--- src/rtl/tensor_ctrl_if.sv ---
// Bundle of warp request, datapath step and commit signals for tensor_ctrl.
// slave is the controller side; master is the side that drives requests and models the datapath.
interface tensor_ctrl_if #(
  parameter int NUM_WARPS = 4,
  parameter int NUM_STEPS = 4,
  parameter int UUID_W    = 44
);
  localparam int NR_BITS = 5;
  localparam int NW_W    = $clog2(NUM_WARPS);
  localparam int SW      = (NUM_STEPS > 1) ? $clog2(NUM_STEPS) : 1;

  logic [NUM_WARPS-1:0]         req_valid;
  logic [NUM_WARPS-1:0]         req_ready;
  logic [NUM_WARPS*NR_BITS-1:0] req_rd;
  logic [NUM_WARPS-1:0]         req_wb;
  logic [NUM_WARPS*UUID_W-1:0]  req_uuid;

  logic          dp_valid;
  logic          dp_ready;
  logic [SW-1:0] dp_step;
  logic          dp_first;
  logic          dp_last;
  logic          dp_done;

  logic               cmt_valid;
  logic               cmt_ready;
  logic [NW_W-1:0]    cmt_wid;
  logic [NR_BITS-1:0] cmt_rd;
  logic               cmt_wb;
  logic [UUID_W-1:0]  cmt_uuid;

  logic busy;

  modport slave (
    input  req_valid, req_rd, req_wb, req_uuid, dp_ready, dp_done, cmt_ready,
    output req_ready, dp_valid, dp_step, dp_first, dp_last,
           cmt_valid, cmt_wid, cmt_rd, cmt_wb, cmt_uuid, busy
  );

  modport master (
    output req_valid, req_rd, req_wb, req_uuid, dp_ready, dp_done, cmt_ready,
    input  req_ready, dp_valid, dp_step, dp_first, dp_last,
           cmt_valid, cmt_wid, cmt_rd, cmt_wb, cmt_uuid, busy
  );
endinterface

--- src/rtl/tensor_ctrl.sv ---
// Single-issue MMA sequencer: round-robin warp grant, NUM_STEPS k-step beats to the
// tensor datapath, wait for the result, then commit the latched tags to writeback.
module tensor_ctrl #(
  parameter int NUM_WARPS = 4,
  parameter int NUM_STEPS = 4,
  parameter int UUID_W    = 44
) (
  input logic           clk,
  input logic           reset,
  tensor_ctrl_if.slave  bus
);
  localparam int NR_BITS = 5;
  localparam int NW_W    = $clog2(NUM_WARPS);
  localparam int SW      = (NUM_STEPS > 1) ? $clog2(NUM_STEPS) : 1;

  typedef enum logic [1:0] {IDLE, ISSUE, WAIT, COMMIT} state_t;

  typedef struct packed {
    logic [NW_W-1:0]    wid;
    logic [NR_BITS-1:0] rd;
    logic               wb;
    logic [UUID_W-1:0]  uuid;
  } tag_t;

  state_t          state, state_nx;
  tag_t            tag;
  logic [NW_W-1:0] rr_ptr, gnt_idx, scan_idx;
  logic [SW-1:0]   step;
  logic            gnt_found, grant_fire, step_last;

  // First valid warp at or after rr_ptr; NUM_WARPS is a power of two so the add wraps.
  always_comb begin
    gnt_found = 1'b0;
    gnt_idx   = '0;
    scan_idx  = '0;
    for (int off = 0; off < NUM_WARPS; off++) begin
      scan_idx = rr_ptr + NW_W'(off);
      if (!gnt_found && bus.req_valid[scan_idx]) begin
        gnt_found = 1'b1;
        gnt_idx   = scan_idx;
      end
    end
  end

  assign grant_fire = (state == IDLE) && !reset && gnt_found;
  assign step_last  = (step == SW'(NUM_STEPS - 1));

  always_ff @(posedge clk) begin
    if (reset) state <= IDLE;
    else       state <= state_nx;
  end

  always_comb begin
    state_nx = state;
    case (state)
      IDLE:    if (grant_fire)                 state_nx = ISSUE;
      ISSUE:   if (bus.dp_ready && step_last)  state_nx = WAIT;
      WAIT:    if (bus.dp_done)                state_nx = COMMIT;
      COMMIT:  if (bus.cmt_ready)              state_nx = IDLE;
      default:                                 state_nx = IDLE;
    endcase
  end

  always_ff @(posedge clk) begin
    if (reset) begin
      rr_ptr <= '0;
      step   <= '0;
      tag    <= '0;
    end else begin
      if (grant_fire) begin
        tag.wid  <= gnt_idx;
        tag.rd   <= bus.req_rd[int'(gnt_idx)*NR_BITS +: NR_BITS];
        tag.wb   <= bus.req_wb[gnt_idx];
        tag.uuid <= bus.req_uuid[int'(gnt_idx)*UUID_W +: UUID_W];
        rr_ptr   <= gnt_idx + NW_W'(1);
        step     <= '0;
      end
      if (state == ISSUE && bus.dp_ready && !step_last)
        step <= step + SW'(1);
    end
  end

  // Everything is forced low while reset is high, even before the first reset edge lands.
  always_comb begin
    bus.req_ready = '0;
    bus.dp_valid  = 1'b0;
    bus.dp_step   = '0;
    bus.dp_first  = 1'b0;
    bus.dp_last   = 1'b0;
    bus.cmt_valid = 1'b0;
    bus.cmt_wid   = '0;
    bus.cmt_rd    = '0;
    bus.cmt_wb    = 1'b0;
    bus.cmt_uuid  = '0;
    bus.busy      = 1'b0;
    if (!reset) begin
      if (grant_fire) bus.req_ready[gnt_idx] = 1'b1;
      case (state)
        ISSUE: begin
          bus.dp_valid = 1'b1;
          bus.dp_step  = step;
          bus.dp_first = (step == '0);
          bus.dp_last  = step_last;
        end
        COMMIT:  bus.cmt_valid = 1'b1;
        default: ;
      endcase
      bus.busy     = (state != IDLE);
      bus.cmt_wid  = tag.wid;
      bus.cmt_rd   = tag.rd;
      bus.cmt_wb   = tag.wb;
      bus.cmt_uuid = tag.uuid;
    end
  end
endmodule
--- src/flat_wrapper.sv ---
// flat-port wrapper written by rule: the top's interface ports become plain ports
module tensor_ctrl_flat 
#(
  parameter int NUM_WARPS = 4,
  parameter int NUM_STEPS = 4,
  parameter int UUID_W    = 44
)
  (clk, reset, bus_req_valid, bus_req_rd, bus_req_wb, bus_req_uuid, bus_dp_ready, bus_dp_done, bus_cmt_ready, bus_req_ready, bus_dp_valid, bus_dp_step, bus_dp_first, bus_dp_last, bus_cmt_valid, bus_cmt_wid, bus_cmt_rd, bus_cmt_wb, bus_cmt_uuid, bus_busy);
  tensor_ctrl_if #(.NUM_WARPS(NUM_WARPS), .NUM_STEPS(NUM_STEPS), .UUID_W(UUID_W)) bus_i ();
  input logic clk;
  input logic reset;
  input wire logic [$bits(bus_i.req_valid)-1:0] bus_req_valid;
  input wire logic [$bits(bus_i.req_rd)-1:0] bus_req_rd;
  input wire logic [$bits(bus_i.req_wb)-1:0] bus_req_wb;
  input wire logic [$bits(bus_i.req_uuid)-1:0] bus_req_uuid;
  input wire logic [$bits(bus_i.dp_ready)-1:0] bus_dp_ready;
  input wire logic [$bits(bus_i.dp_done)-1:0] bus_dp_done;
  input wire logic [$bits(bus_i.cmt_ready)-1:0] bus_cmt_ready;
  output wire logic [$bits(bus_i.req_ready)-1:0] bus_req_ready;
  output wire logic [$bits(bus_i.dp_valid)-1:0] bus_dp_valid;
  output wire logic [$bits(bus_i.dp_step)-1:0] bus_dp_step;
  output wire logic [$bits(bus_i.dp_first)-1:0] bus_dp_first;
  output wire logic [$bits(bus_i.dp_last)-1:0] bus_dp_last;
  output wire logic [$bits(bus_i.cmt_valid)-1:0] bus_cmt_valid;
  output wire logic [$bits(bus_i.cmt_wid)-1:0] bus_cmt_wid;
  output wire logic [$bits(bus_i.cmt_rd)-1:0] bus_cmt_rd;
  output wire logic [$bits(bus_i.cmt_wb)-1:0] bus_cmt_wb;
  output wire logic [$bits(bus_i.cmt_uuid)-1:0] bus_cmt_uuid;
  output wire logic [$bits(bus_i.busy)-1:0] bus_busy;
  assign bus_i.req_valid = bus_req_valid;
  assign bus_i.req_rd = bus_req_rd;
  assign bus_i.req_wb = bus_req_wb;
  assign bus_i.req_uuid = bus_req_uuid;
  assign bus_i.dp_ready = bus_dp_ready;
  assign bus_i.dp_done = bus_dp_done;
  assign bus_i.cmt_ready = bus_cmt_ready;
  assign bus_req_ready = bus_i.req_ready;
  assign bus_dp_valid = bus_i.dp_valid;
  assign bus_dp_step = bus_i.dp_step;
  assign bus_dp_first = bus_i.dp_first;
  assign bus_dp_last = bus_i.dp_last;
  assign bus_cmt_valid = bus_i.cmt_valid;
  assign bus_cmt_wid = bus_i.cmt_wid;
  assign bus_cmt_rd = bus_i.cmt_rd;
  assign bus_cmt_wb = bus_i.cmt_wb;
  assign bus_cmt_uuid = bus_i.cmt_uuid;
  assign bus_busy = bus_i.busy;
  tensor_ctrl #(.NUM_WARPS(NUM_WARPS), .NUM_STEPS(NUM_STEPS), .UUID_W(UUID_W)) u_core (.clk(clk), .reset(reset), .bus(bus_i));
endmodule
--- config.mk ---
export PLATFORM = sky130hd
export DESIGN_NAME = tensor_ctrl_flat
export DESIGN_NICKNAME = d
export VERILOG_FILES = /design/src/rtl/tensor_ctrl_if.sv /design/src/rtl/tensor_ctrl.sv /design/src/flat_wrapper.sv
export SDC_FILE = /design/constraint.sdc
export NUM_CORES = 1
export LEC_CHECK = 0
export ABC_AREA = 1
export BUFFER_PORTS_ARGS = -buffer_cell sky130_fd_sc_hd__buf_2
export CAP_MARGIN = 10
export CORE_MARGIN = 3
export CORE_UTILIZATION = 40
export DETAILED_ROUTE_END_ITERATION = 10
export GPL_TIMING_DRIVEN = 1
export PLACE_DENSITY = 0.74
export SETUP_SLACK_MARGIN = 0.4
export SYNTH_ARGS = -nofsm -noshare
export SYNTH_HDL_FRONTEND = slang
export SYNTH_SLANG_ARGS = --single-unit
--- constraint.sdc ---
create_clock -name clk -period 2.4 [get_ports clk]
set_input_delay 0.12 -clock clk [delete_from_list [all_inputs] [get_ports clk]]
set_output_delay 0.12 -clock clk [all_outputs]
set_load 0.01 [all_outputs]
After elaboration in Yosys (flattened, before gate mapping). Index checks and enable logic that the tools add are counted.

Shifts and indexed selects: 2. $add $sub $neg: 5. Multipliers: 2. Div/mod/pow operators: 0. Reductions and logical operators: 19. Magnitude comparators: 6. Muxes and demuxes: 44. Bitwise gates (word level): 0. Equality and inequality tests: 8.

Operators by type and width (number): 176-bit by 32-bit variable part select with 44-bit output (1); 44-bit 2-to-1 mux (1); 20-bit by 32-bit variable part select with 5-bit output (1); 2-bit 2-to-1 mux (13); 1-bit 2-to-1 mux (20); 2-bit by 3-bit less-than comparator with 1-bit output, second input constant (5); 1-bit binary-select mux with 2-bit select (5); 1-bit logical AND (9); 4-bit 2-to-1 mux (2); 2-bit one-hot mux with 4 select lines (1); 2-bit by 1-bit adder with 2-bit output, second input constant (3); 2-bit == test, second input constant (3); 2-bit by 4-bit multiplier with 6-bit output, second input constant (1); 1-bit zero test (5); 2-bit by 3-bit multiplier with 5-bit output, second input constant (1); 5-bit 2-to-1 mux (1); 2-bit adder, second input constant (2); 2-bit zero test (2); 2-bit by 1-bit != test with 1-bit output, second input constant (2); 2-bit != test, second input constant (2); 4-bit AND reduction (1); 2-bit nonzero test (2); 1-bit demux with 2-bit select (1); 2-bit by 1-bit == test with 1-bit output, second input constant (1); 2-bit by 1-bit >= comparator with 1-bit output, second input constant (1).

Latch bits: 0. Flip-flop bits (word level): 58. Memory bits (read-only): 0. Memories kept: 0. Memory bits (writable): 0. Logic and storage cells: 93.

Depth between registers and ports, before layout.
Word-level depth: 18. Mapped depth: 16. Mapped depth without buffers: 14.

Worst setup path before layout. OpenSTA, ideal clock, no wires.

Path type: register -> register. Start: register u_core.rr_ptr[0]. End: register u_core.tag[23] (netlist name). Buffers on the path: 3. Arrival: 1.583 ns. Path slack: 0.704 ns. Required time: 2.287 ns. Cell stages (with the launch flop): 15. Clock period less this slack: 1.696 ns. Cells stage by stage: dfxtp_1 -> inv_2 -> buf_6 -> nand2_1 -> nand2_1 -> nand2_2 -> nand2_4 -> nand4_1 -> nand3_4 -> nor2_4 -> buf_6 -> buf_6 -> nand3_1 -> nand3_1 -> nor2_1.

Cells in the longest elaborated chain, start to end: 14. Elaborated cells on any way between the ends: 28.

RTL lines: start: declaration (RTL line tensor_ctrl.sv:27) `logic [NW_W-1:0] rr_ptr, gnt_idx, scan_idx;`; start signal: assignment (RTL line tensor_ctrl.sv:75) `rr_ptr <= gnt_idx + NW_W'(1);`; branches (longest 14 deep; another with 2-bit by 4-bit multiplier with 6-bit output); end: declaration (RTL line tensor_ctrl.sv:26) `tag_t tag;`.

Parallel ways; which one is timed is not known. The select of a mux whose other input is x is not followed. A chain may end at the register's enable or synchronous reset.

Final worst setup path.
Start: register u_core.rr_ptr[0]. End: output bus_req_ready[3].

Cells in the longest elaborated chain, start to end: 18. Elaborated cells on any way between the ends: 33.

RTL lines: branches (longest 16 deep; another with 2-bit by 3-bit less-than comparator with 1-bit output); 4-bit 2-to-1 mux (*) (RTL line tensor_ctrl.sv:97) `if (grant_fire) bus.req_ready[gnt_idx] = 1'b1;`; 4-bit 2-to-1 mux (*) (RTL line tensor_ctrl.sv:96) `if (!reset) begin`; end: declaration (RTL line flat_wrapper.sv:19) `output wire logic [$bits(bus_i.req_ready)-1:0] bus_req_ready;`.

Mark *: on every way between the ends. The select of a mux whose other input is x is not followed.

==> results.toml <==
[power_and_ir_drop]
powerDensity_nw_per_um2 = 1230
p_sw_share_pct = 48.0
clockPowerShare_pct = 14.6
p_sw_uw = 4260
p_int_uw = 4610
power_frac_comb_pct = 67.3
power.leakage_uw = 0.00392
p_total_uw = 8870
pwr-share-seq_pct = 18.1
peakVddDrop_uv = 708

[drt]
drt-vias-per-instance = 5.22
vias = 6431
first_iter_violations = 554
drc = 0
dr.pass1.iters = 5
wirelength_mm = 19.4
wl_per_cell_um = 15.7
route.antenna.remaining_nets = 0

[critical_path]
cp_cell_sequence = "buf_8, nand2_4, nand2_4, inv_2, nor2_4, nand4_1, nand3_4, buf_6, nand2_8, nor2_4, buf_6"
cp_top_family = "simple AND/OR/NAND/NOR gates"
critPathBufInv = 4
r2r-start = "u_core.rr_ptr[0]"
startpoint_type = "flip-flop"
r2r_end = "u_core.tag[0]"
cp.required_ps = 2280
critPathMaxStageDelay_ps = 400
ff2ff_setup_slack_ps = 340
critPathArrivalTime_ps = 1980
cp_slowest_cell = "dfxtp_4"
worstRegToRegCells = 14
endpoint_kind = "output pin"
path_max_fanout = 8
crit_type = "reg2out"

[logic_synthesis]
syn_nets = 1021
synthTopCellsByCount = "221 x nand3_1, 155 x nor2_1, 122 x inv_1, 67 x nand2_1, 58 x dfxtp_1"
ys.flop_type = "dfxtp_1"
synth_area_per_cell_um2 = 5.99
yosysSeqAreaShare_pct = 24.1
ys_types = 27
synth_top_area_share_pct = 24.1
synth.most_common_cell = "nand3_1"
async_flop_share_pct = 0
ys_ff_latch = 58
netlist_top_cells_area = "dfxtp_1 24%, nand3_1 23%, nor2_1 12%"
yosys.area.top_type = "dfxtp_1"
ys_warn_count = 0
synth-edff-count = 0
synthesis.area_um2 = 4820
syn_inst = 805

[floorplan]
rows = 39
die_h_um = 116
io_pins = 272
start_util_pct = 41.5
die_width_um = 116
die-area_um2 = 13400
core-area_um2 = 11600

[layout]
areaGrowthSynthToFinish_pct = 49.8
nNetsFinal = 1301
fillers = 1113
final_cells = 1233
diodes = 0
drive_above_1_share_pct = 40.0

[min_path]
hold_depth = 3
min_from = "bus_req_uuid[58]"
min_path_type = "in2reg"
min_to = "u_core.tag[14]"

[timing]
fin_crit_sh_pct = 87.6
fin_worst_skew_ps = 11.6
setup_tns_ps = 0
final-hold-violation-count = 0
rsz0062_at_grt = "yes"
worst_pin_slew_ps = 529
timing.final.ws_setup_ps = 297
max_clock_freq_ghz = 0.475
relSlewSlack_pct = 64.7
fin_crit_ps = 2100
report.final.slew_viol_count = 0
setup_viol = 0
hold_ws_ps = 16.1

[placed_design]
gp_congestion = 0.937
placed_cells = 1188
place_hpwl_mm = 13.3
place_ws_ps = 249
io_buffer_count = 271

[global_routing]
antenna_found_initial = 0
grt_max_degree = 59
track_usage_pct = 26.3
grt-ovfl-total = 0
grt_pass1_wl_mm = 28.0
grt_pass1_vias = 5789

[clocking]
cts_hold_buf = 0
cts_root_buf = "clkbuf_16"
clkSinkCount = 58
clk_latency_ps = 330
path_clk_slew_ps = 50
cts_buffers = 9
clock_path_buffers = 2
cts_tree = "yes"
cts_htree_levels = 3

[outcome]
status = "complete, no violations"

[job]
drv_cap = 0
==> worst min-delay path, delay by kind of cell <==
family	cells	cell delay [ps]
simple gates	2	110
buf+inv	1	80
==> layer usage <==
layer	up-vias	global-route usage (%)	part of all wire, %
met5	-	0	0
met3	53	5.27	9.1
li1	3137	-	-
met2	359	45.9	50
met4	0	10.4	2.6
met1	2882	31.5	38
==> kinds of logic (layout without fill, tap and decap cells) <==
kind of cell | after synthesis | after routing | synth area share, %
flops | 58 | 58 | 24.1
fa+ha+maj | 7 | 7 | 1.82
simple gates | 494 | 494 | 50.0
buf+inv | 185 | 470 | 17.2
compound gates | 61 | 61 | 6.95
==> repair_timing <==
action / in CTS / in global routing
cloned: 1 / 2
endpoints found under the setup margin: 56 / 59
buffers inserted: 20 / 6
resized for setup: 47 / 55
pin swaps: 17 / 28
==> sequential cells by signal, indices dropped and copies added (netlist names) <==
signal / flops
u_core.tag: 52
u_core.rr_ptr: 2
u_core.state: 2
u_core.step: 2
==> layout make-up <==
type                       instances  area (um^2)  share of cell area [%]
inverter                         128          503                    6.96
timing repair buffer             326         1980                    27.4
clock buffer                      15          298                    4.12
multi-input combinational        562         3090                    42.8
clock inverter                     1         5.00                  0.0693
tap                              143          179                    2.48
sequential                        58         1170                    16.2
==> power groups by stage <==
stage | Combinational, uW | Sequential, uW | Clock [uW]
after global routing | 6530 | 1650 | 1360
after floorplan | 3510 | 1560 | 0
final | 5970 | 1600 | 1300
after CTS | 5370 | 1590 | 1320
after global placement | 4710 | 1590 | 0
after detailed placement | 4760 | 1600 | 0
==> through the flow <==
stage          cell area (um^2)  util (%)
2_1_floorplan              4820         -
5_1_grt                    7230      62.2
4_1_cts                    6920      59.6
3_5_place_dp               6240      53.7
3_3_place_gp               6240      53.7
6_report                   7230      62.2
==> placed cells by master (no fill, tap or decap), types with 11 or more instances in the layout <==
master	instances
buf_2	268
buf_4	33
buf_6	13
clkbuf_16	11
dfxtp_1	56
inv_1	119
nand2_1	47
nand2_2	17
nand2_4	13
nand3_1	218
nand3_2	32
nor2_1	150
o21ai_0	51
==> worst max path at each step <==
| stage | slack, ps | cells after the start | start | to |
|---|---|---|---|---|
| after global placement | 320 | 11 | u_core.rr_ptr[0] | u_core.tag[0] |
| after detailed placement | 250 | 11 | u_core.rr_ptr[0] | bus_req_ready[1] |
| after global routing | 220 | 12 | u_core.rr_ptr[0] | bus_req_ready[1] |
| final | 300 | 11 | u_core.rr_ptr[0] | bus_req_ready[3] |
| after floorplan | 700 | 14 | u_core.rr_ptr[0] | u_core.tag[23] |
| after CTS | 360 | 12 | u_core.rr_ptr[0] | bus_req_ready[3] |
Power figures use the tool's default switching activity.
